File: src/rtl/ldh_mem_sequencer_pkg.sv
// Shared types and constants for the A<->memory transfer microcode sequencer.
// Holds the state encoding, addressing-mode codes and register-select bit positions.
package ldh_mem_sequencer_pkg;

    typedef enum logic [2:0] {
        ST_IDLE,
        ST_IMM_LO,
        ST_IMM_HI,
        ST_ADDR,
        ST_DATA,
        ST_FETCH
    } state_t;

    localparam logic [1:0] MODE_C   = 2'b00;
    localparam logic [1:0] MODE_A8  = 2'b01;
    localparam logic [1:0] MODE_A16 = 2'b10;

    localparam int REG8_Z_IDX   = 0;
    localparam int REG8_W_IDX   = 1;
    localparam int REG8_C_IDX   = 3;
    localparam int REG16_WZ_IDX = 0;
    localparam int REG16_PC_IDX = 5;

    // The unused mode code 11 behaves as the full 16-bit absolute form.
    function automatic logic [1:0] norm_mode(input logic [1:0] mode);
        return (mode == 2'b11) ? MODE_A16 : mode;
    endfunction

    function automatic state_t first_state(input logic [1:0] mode);
        return (mode == MODE_C) ? ST_ADDR : ST_IMM_LO;
    endfunction

endpackage

File: src/rtl/ldh_step_counter.sv
// T-step counter inside one M-cycle: clear, hold (stall) and wrap on the last step.
module ldh_step_counter #(
    parameter int STEPS  = 4,
    parameter int STEP_W = 2
) (
    input  logic              i_Clk,
    input  logic              i_Rst_n,
    input  logic              i_Clear,
    input  logic              i_Hold,
    output logic [STEP_W-1:0] o_Step,
    output logic              o_Last_Step
);

    logic [STEP_W-1:0] r_step;

    assign o_Step      = r_step;
    assign o_Last_Step = (r_step == STEP_W'(STEPS - 1));

    always_ff @(posedge i_Clk or negedge i_Rst_n) begin
        if (!i_Rst_n) begin
            r_step <= '0;
        end else if (i_Clear) begin
            r_step <= '0;
        end else if (!i_Hold) begin
            r_step <= o_Last_Step ? '0 : r_step + 1'b1;
        end
    end

endmodule

File: src/rtl/ldh_mem_sequencer.sv
// Self-sequencing microcode for LD (C),A / LDH (a8) / LD (a16) transfers in both directions.
// Strobes are decoded from registered state, step and latched mode/direction only.
module ldh_mem_sequencer
    import ldh_mem_sequencer_pkg::*;
#(
    parameter int STEPS_PER_MCYCLE = 4,
    parameter int REG8_W           = 8,
    parameter int REG16_W          = 6
) (
    input  logic               i_Clk,
    input  logic               i_Rst_n,
    input  logic               i_Start,
    input  logic [1:0]         i_Mode,
    input  logic               i_Dir,
    input  logic               i_Wait,
    input  logic               i_Flush,
    output logic               o_Busy,
    output logic               o_Done,
    output logic               o_IR_Fetch,
    output logic [REG8_W-1:0]  o_Read8,
    output logic [REG8_W-1:0]  o_Write8,
    output logic [REG16_W-1:0] o_Read16,
    output logic [REG16_W-1:0] o_Write16,
    output logic [1:0]         o_ReadALU8,
    output logic [1:0]         o_WriteALU8,
    output logic               o_Move_Reg,
    output logic               o_Bus_In,
    output logic               o_Bus_Out,
    output logic               o_Address_Out,
    output logic               o_Bus8_To_Bus16,
    output logic [1:0]         o_Increment16
);

    localparam int STEP_W = $clog2(STEPS_PER_MCYCLE);

    state_t            r_state;
    state_t            w_state_next;
    logic [1:0]        r_mode;
    logic              r_dir;
    logic              w_latch;
    logic [STEP_W-1:0] w_step;
    logic              w_last;
    logic              w_clear;

    // Step stays pinned at 0 while idle so every instruction begins on step 0.
    assign w_clear = (r_state == ST_IDLE) || i_Flush;

    ldh_step_counter #(
        .STEPS  (STEPS_PER_MCYCLE),
        .STEP_W (STEP_W)
    ) u_step (
        .i_Clk       (i_Clk),
        .i_Rst_n     (i_Rst_n),
        .i_Clear     (w_clear),
        .i_Hold      (i_Wait),
        .o_Step      (w_step),
        .o_Last_Step (w_last)
    );

    always_ff @(posedge i_Clk or negedge i_Rst_n) begin
        if (!i_Rst_n) begin
            r_state <= ST_IDLE;
            r_mode  <= 2'b00;
            r_dir   <= 1'b0;
        end else begin
            r_state <= w_state_next;
            if (w_latch) begin
                r_mode <= norm_mode(i_Mode);
                r_dir  <= i_Dir;
            end
        end
    end

    always_comb begin
        w_state_next = r_state;
        w_latch      = 1'b0;
        if (r_state == ST_IDLE) begin
            if (i_Start && !i_Wait) begin
                w_latch      = 1'b1;
                w_state_next = first_state(i_Mode);
            end
        end else if (i_Flush) begin
            w_state_next = ST_IDLE;
        end else if (!i_Wait && w_last) begin
            case (r_state)
                ST_IMM_LO: w_state_next = (r_mode == MODE_A16) ? ST_IMM_HI : ST_ADDR;
                ST_IMM_HI: w_state_next = ST_ADDR;
                ST_ADDR:   w_state_next = ST_DATA;
                ST_DATA:   w_state_next = ST_FETCH;
                ST_FETCH: begin
                    // A start seen on the final fetch step chains straight into the next instruction.
                    if (i_Start) begin
                        w_latch      = 1'b1;
                        w_state_next = first_state(i_Mode);
                    end else begin
                        w_state_next = ST_IDLE;
                    end
                end
                default:   w_state_next = ST_IDLE;
            endcase
        end
    end

    always_comb begin
        o_Busy          = (r_state != ST_IDLE);
        o_Done          = 1'b0;
        o_IR_Fetch      = 1'b0;
        o_Read8         = '0;
        o_Write8        = '0;
        o_Read16        = '0;
        o_Write16       = '0;
        o_ReadALU8      = 2'b00;
        o_WriteALU8     = 2'b00;
        o_Move_Reg      = 1'b0;
        o_Bus_In        = 1'b0;
        o_Bus_Out       = 1'b0;
        o_Address_Out   = 1'b0;
        o_Bus8_To_Bus16 = 1'b0;
        o_Increment16   = 2'b00;
        case (r_state)
            ST_IMM_LO, ST_IMM_HI: begin
                if (w_step == '0) begin
                    o_Read16[REG16_PC_IDX] = 1'b1;
                    o_Address_Out          = 1'b1;
                end else if (w_step == STEP_W'(1)) begin
                    o_Increment16[0]        = 1'b1;
                    o_Write16[REG16_PC_IDX] = 1'b1;
                end else if (w_step == STEP_W'(2)) begin
                    o_Bus_In = 1'b1;
                    if (r_state == ST_IMM_LO) o_Write8[REG8_Z_IDX] = 1'b1;
                    else                      o_Write8[REG8_W_IDX] = 1'b1;
                end
            end
            ST_ADDR: begin
                if (w_step == '0) begin
                    o_Address_Out = 1'b1;
                    // 8-bit forms drive the low byte onto the address bus with the FF high page.
                    if (r_mode == MODE_C) begin
                        o_Read8[REG8_C_IDX] = 1'b1;
                        o_Bus8_To_Bus16     = 1'b1;
                    end else if (r_mode == MODE_A8) begin
                        o_Read8[REG8_Z_IDX] = 1'b1;
                        o_Bus8_To_Bus16     = 1'b1;
                    end else begin
                        o_Read16[REG16_WZ_IDX] = 1'b1;
                    end
                end
            end
            ST_DATA: begin
                if (w_step == '0) begin
                    if (r_dir) begin
                        o_WriteALU8[0] = 1'b1;
                        o_Bus_In       = 1'b1;
                    end else begin
                        o_ReadALU8[0] = 1'b1;
                        o_Move_Reg    = 1'b1;
                        o_Bus_Out     = 1'b1;
                    end
                end
            end
            ST_FETCH: begin
                o_IR_Fetch = 1'b1;
                o_Done     = w_last;
            end
            default: ;
        endcase
    end

endmodule

File: config.mk
export PLATFORM = sky130hd
export DESIGN_NAME = ldh_mem_sequencer
export DESIGN_NICKNAME = d
export VERILOG_FILES = /design/src/rtl/ldh_mem_sequencer_pkg.sv /design/src/rtl/ldh_step_counter.sv /design/src/rtl/ldh_mem_sequencer.sv
export SDC_FILE = /design/constraint.sdc
export NUM_CORES = 1
export LEC_CHECK = 0
export CAP_MARGIN = 0
export CORE_AREA = 2 2 51 53
export CTS_BUF_LIST = sky130_fd_sc_hd__clkbuf_8
export DETAILED_ROUTE_END_ITERATION = 6
export DIE_AREA = 0 0 53 55
export PLACE_DENSITY_LB_ADDON = 0.1
export SYNTH_ARGS = -nofsm -noshare
export SYNTH_HDL_FRONTEND = slang
export SYNTH_HIERARCHICAL = 1
export SYNTH_SLANG_ARGS = --single-unit
File: constraint.sdc
create_clock -name i_Clk -period 1.9 [get_ports i_Clk]
set_input_delay 0.38 -clock i_Clk [delete_from_list [all_inputs] [get_ports i_Clk]]
set_output_delay 0.38 -clock i_Clk [all_outputs]
set_load 0.02 [all_outputs]
==> run metrics, run 1 <==
post-synthesis mux area share=6.34%; starting density of the core=36.7%; Die Area=2920 um2; total gr overflow=0; Pins Over Slew Limit=0; TNS Setup=0 ps; Mapped Area=868 um2; synthesized area per cell=7.97 um2; met3 GRT Util=2.42%; worst skew pair latency=230 ps; DRT iter0 DRCs=12; CTS tree=built; status=complete, no violations; total power=1.38 mW; Hold Path Class=primary input to asynchronous set/reset pin; Ant. Diodes=0; Mapped Cells=109; sequential fraction of the synthesis area=23.1%; Worst Setup Slack, final=72.4 ps; Compound-Gate Fraction of Synth Area=13.1%; synth warn=6; met1 GRT Util=17.6%; Layout area overhead=37.8%; core area=2360 um2; number of synthesized flops with an enable pin=0; Reg2Reg Depth=7; first-pass GRT wire length=3010 um; DP HPWL=1610 um; CTS H-tree lvls=1; drc violations=0; post-route ant nets=0; Adder-Cell Fraction of Synth Area=1.44%; Final Cell Area=1200 um2; XOR/XNOR share of the synthesized area=1.01%; Post-CTS Hold Buffers=0; overall routed net length=2000 um; gr usage total=14.8%; Critical-path top delay cell=dfrtp_1; share of cells above drive strength 1=33.3%; Register Area=201 um2; ranking of synthesized cells by area=buf_4 25%, dfrtp_1 23%, nor2_1 5.6%; Placed Area=1190 um2; initial antenna violation count=0; Yosys reg bits=8; FF-to-FF setup slack=180 ps; Num CTS Buffers=3; Placement Rows=18; Synth Area in Simple Gates=25.6%; Yosys top cell area share=25.1%; Most Crowded Layer GR=met2; multi-input logic area=526 um2; Bufs on Longest Clock Path=2; Die Y=55 um; worst ir drop on vdd=0.000654 V; most frequent cells in the layout=24 x conb_1, 23 x buf_4, 11 x nor2_1; vias per cell=4.44; Final min period=1830 ps; leading area contributor after synthesis=buf_4; PD cells=1160 nW/um2; Via Count=812; commonest non-fill, non-tap cell in the layout=conb_1; Worst EP arrival=1450 ps; Setup CP Type=flop to output pin; largest family of logic cells by synthesized area=buffers and inverters; Worst Path Required=1520 ps; CP cell instances=buf_4 -> nand2_1 -> nor4b_1 -> dlygate4sd1_1; Placer Congestion=0.760; main flop type after synthesis=dfrtp_1; PortBufs=25; R2R Path Start=u_step/o_Step[0]; Avg WL per Cell=10.9 um; # nets final=164; CTS Sinks=8; Max stage delay on crit path=360 ps; CTS clk-pin slew, worst paths=40 ps; FMAX=0.547 GHz; Leak=0.619 nW; library cells used by synthesis=39; TritonRoute pass-1 iters=4; Layout fillers=249; Max Cap Viol=0; met2 GRT Util=24.6%; Max FO, Critical Path=8; largest net degree at the start of global routing=9; pre-CTS setup slack=-93.4 ps; CTS Root Cell=clkbuf_8; vias in the first global route=685; setup bufs post-CTS=0; IO Count=50; Hold Slack=442 ps; FF-to-FF End=r_mode[0]; Critical Path End Type=output pin; Fin. Hold Viols=0; Worst Skew=3.81 ps; Die Span X=53 um; fraction of registers with async set/reset=100%; Worst setup SP type=flop; crit share post-route=96.2%; final setup vio count=0
## worst max-delay path: cells and delay by family (launching register included)
| kind | cells | cell delay [ps] |
|---|---|---|
| AND/OR/NAND/NOR | 2 | 350 |
| buffers and inverters | 2 | 520 |
| flip-flops | 1 | 360 |
## flip-flops by register name, summed over array words and instances, names as in the netlist
signal / flops
r_dir: 1
r_mode: 2
r_state: 3
u_step/o_Step: 2
## how the worst max path moves through the flow
stage / start / endpoint / slack, ps / cells after the start
floorplan: u_step/o_Step[0] / o_Read8[0] / 10 / 4
global placement: u_step/o_Step[1] / o_Bus_In / -90 / 5
global route: r_state[2] / o_Read8[3] / -8 / 4
CTS: u_step/o_Step[1] / o_Bus_In / -10 / 5
detailed placement: u_step/o_Step[1] / o_Bus_In / -90 / 5
finish: r_state[0] / o_Write8[0] / 70 / 4
## per-layer routing
layer  vias up  wire length [um]  share of wire, %
li1        411                 -                 -
met3         2               169               8.5
met2        36               905                45
met1       363               875                44
met5         -                 0                 0
met4         0                44               2.2
## area by class of cell
class | instances | area share (%)
clock buffers | 3 | 3.45
multi-input cells | 88 | 43.9
flip-flops and latches | 8 | 16.8
repair buffers | 48 | 30.8
well taps | 30 | 3.14
inverters | 6 | 1.88
## where the power goes
part / total, mW / switching, mW / internal [mW]
Clock: 0.200 / 0.0629 / 0.137
Combinational: 0.885 / 0.466 / 0.419
Sequential: 0.300 / 0.0664 / 0.233
Total: 1.38 / 0.595 / 0.790
## repair_timing
item                                    4_1_cts  5_1_grt
pin swaps                                     0        1
endpoints found under the setup margin       18       13
gates resized for setup                      37       22
gates cloned                                  0        0
## cells by family after synthesis
logic type,count (synthesis)
and+or+nand+nor,41
buffers and inverters,36
AOI/OAI and AO/OA,16
DFF,8
muxes,5
adders and majority gates,1
other,1
xor gates and xnor gates,1
## Yosys cell counts, types with 2 or more instances
cell type	n
a21oi_1	2
a31oi_1	2
and2_1	2
buf_4	29
dfrtp_1	8
inv_1	5
mux2_1	3
nand2_1	8
nor2_1	13
nor3_1	3
nor4b_1	3
o21ai_0	3
or3_1	2
## per-stage QoR
step / instances / utilization [%]
2_1_floorplan: 132 / -
3_3_place_gp: 180 / 50.4
3_5_place_dp: 180 / 50.4
4_1_cts: 183 / 52.1
5_1_grt: 183 / 50.6
6_report: 183 / 50.6
Note: power is estimated with default switching activity, not from simulation.
==> inputs of run 2 (changes only) <==
--- a/config.mk
+++ b/config.mk
@@ -8,6 +8,7 @@
 export CAP_MARGIN = 0
 export CORE_AREA = 2 2 51 53
 export CTS_BUF_LIST = sky130_fd_sc_hd__clkbuf_8
+export CTS_CLUSTER_DIAMETER = 40
 export DETAILED_ROUTE_END_ITERATION = 6
 export DIE_AREA = 0 0 53 55
 export PLACE_DENSITY_LB_ADDON = 0.1
==> results of run 2 <==
Final layout, timing and power as in run 1 (identical DEF).
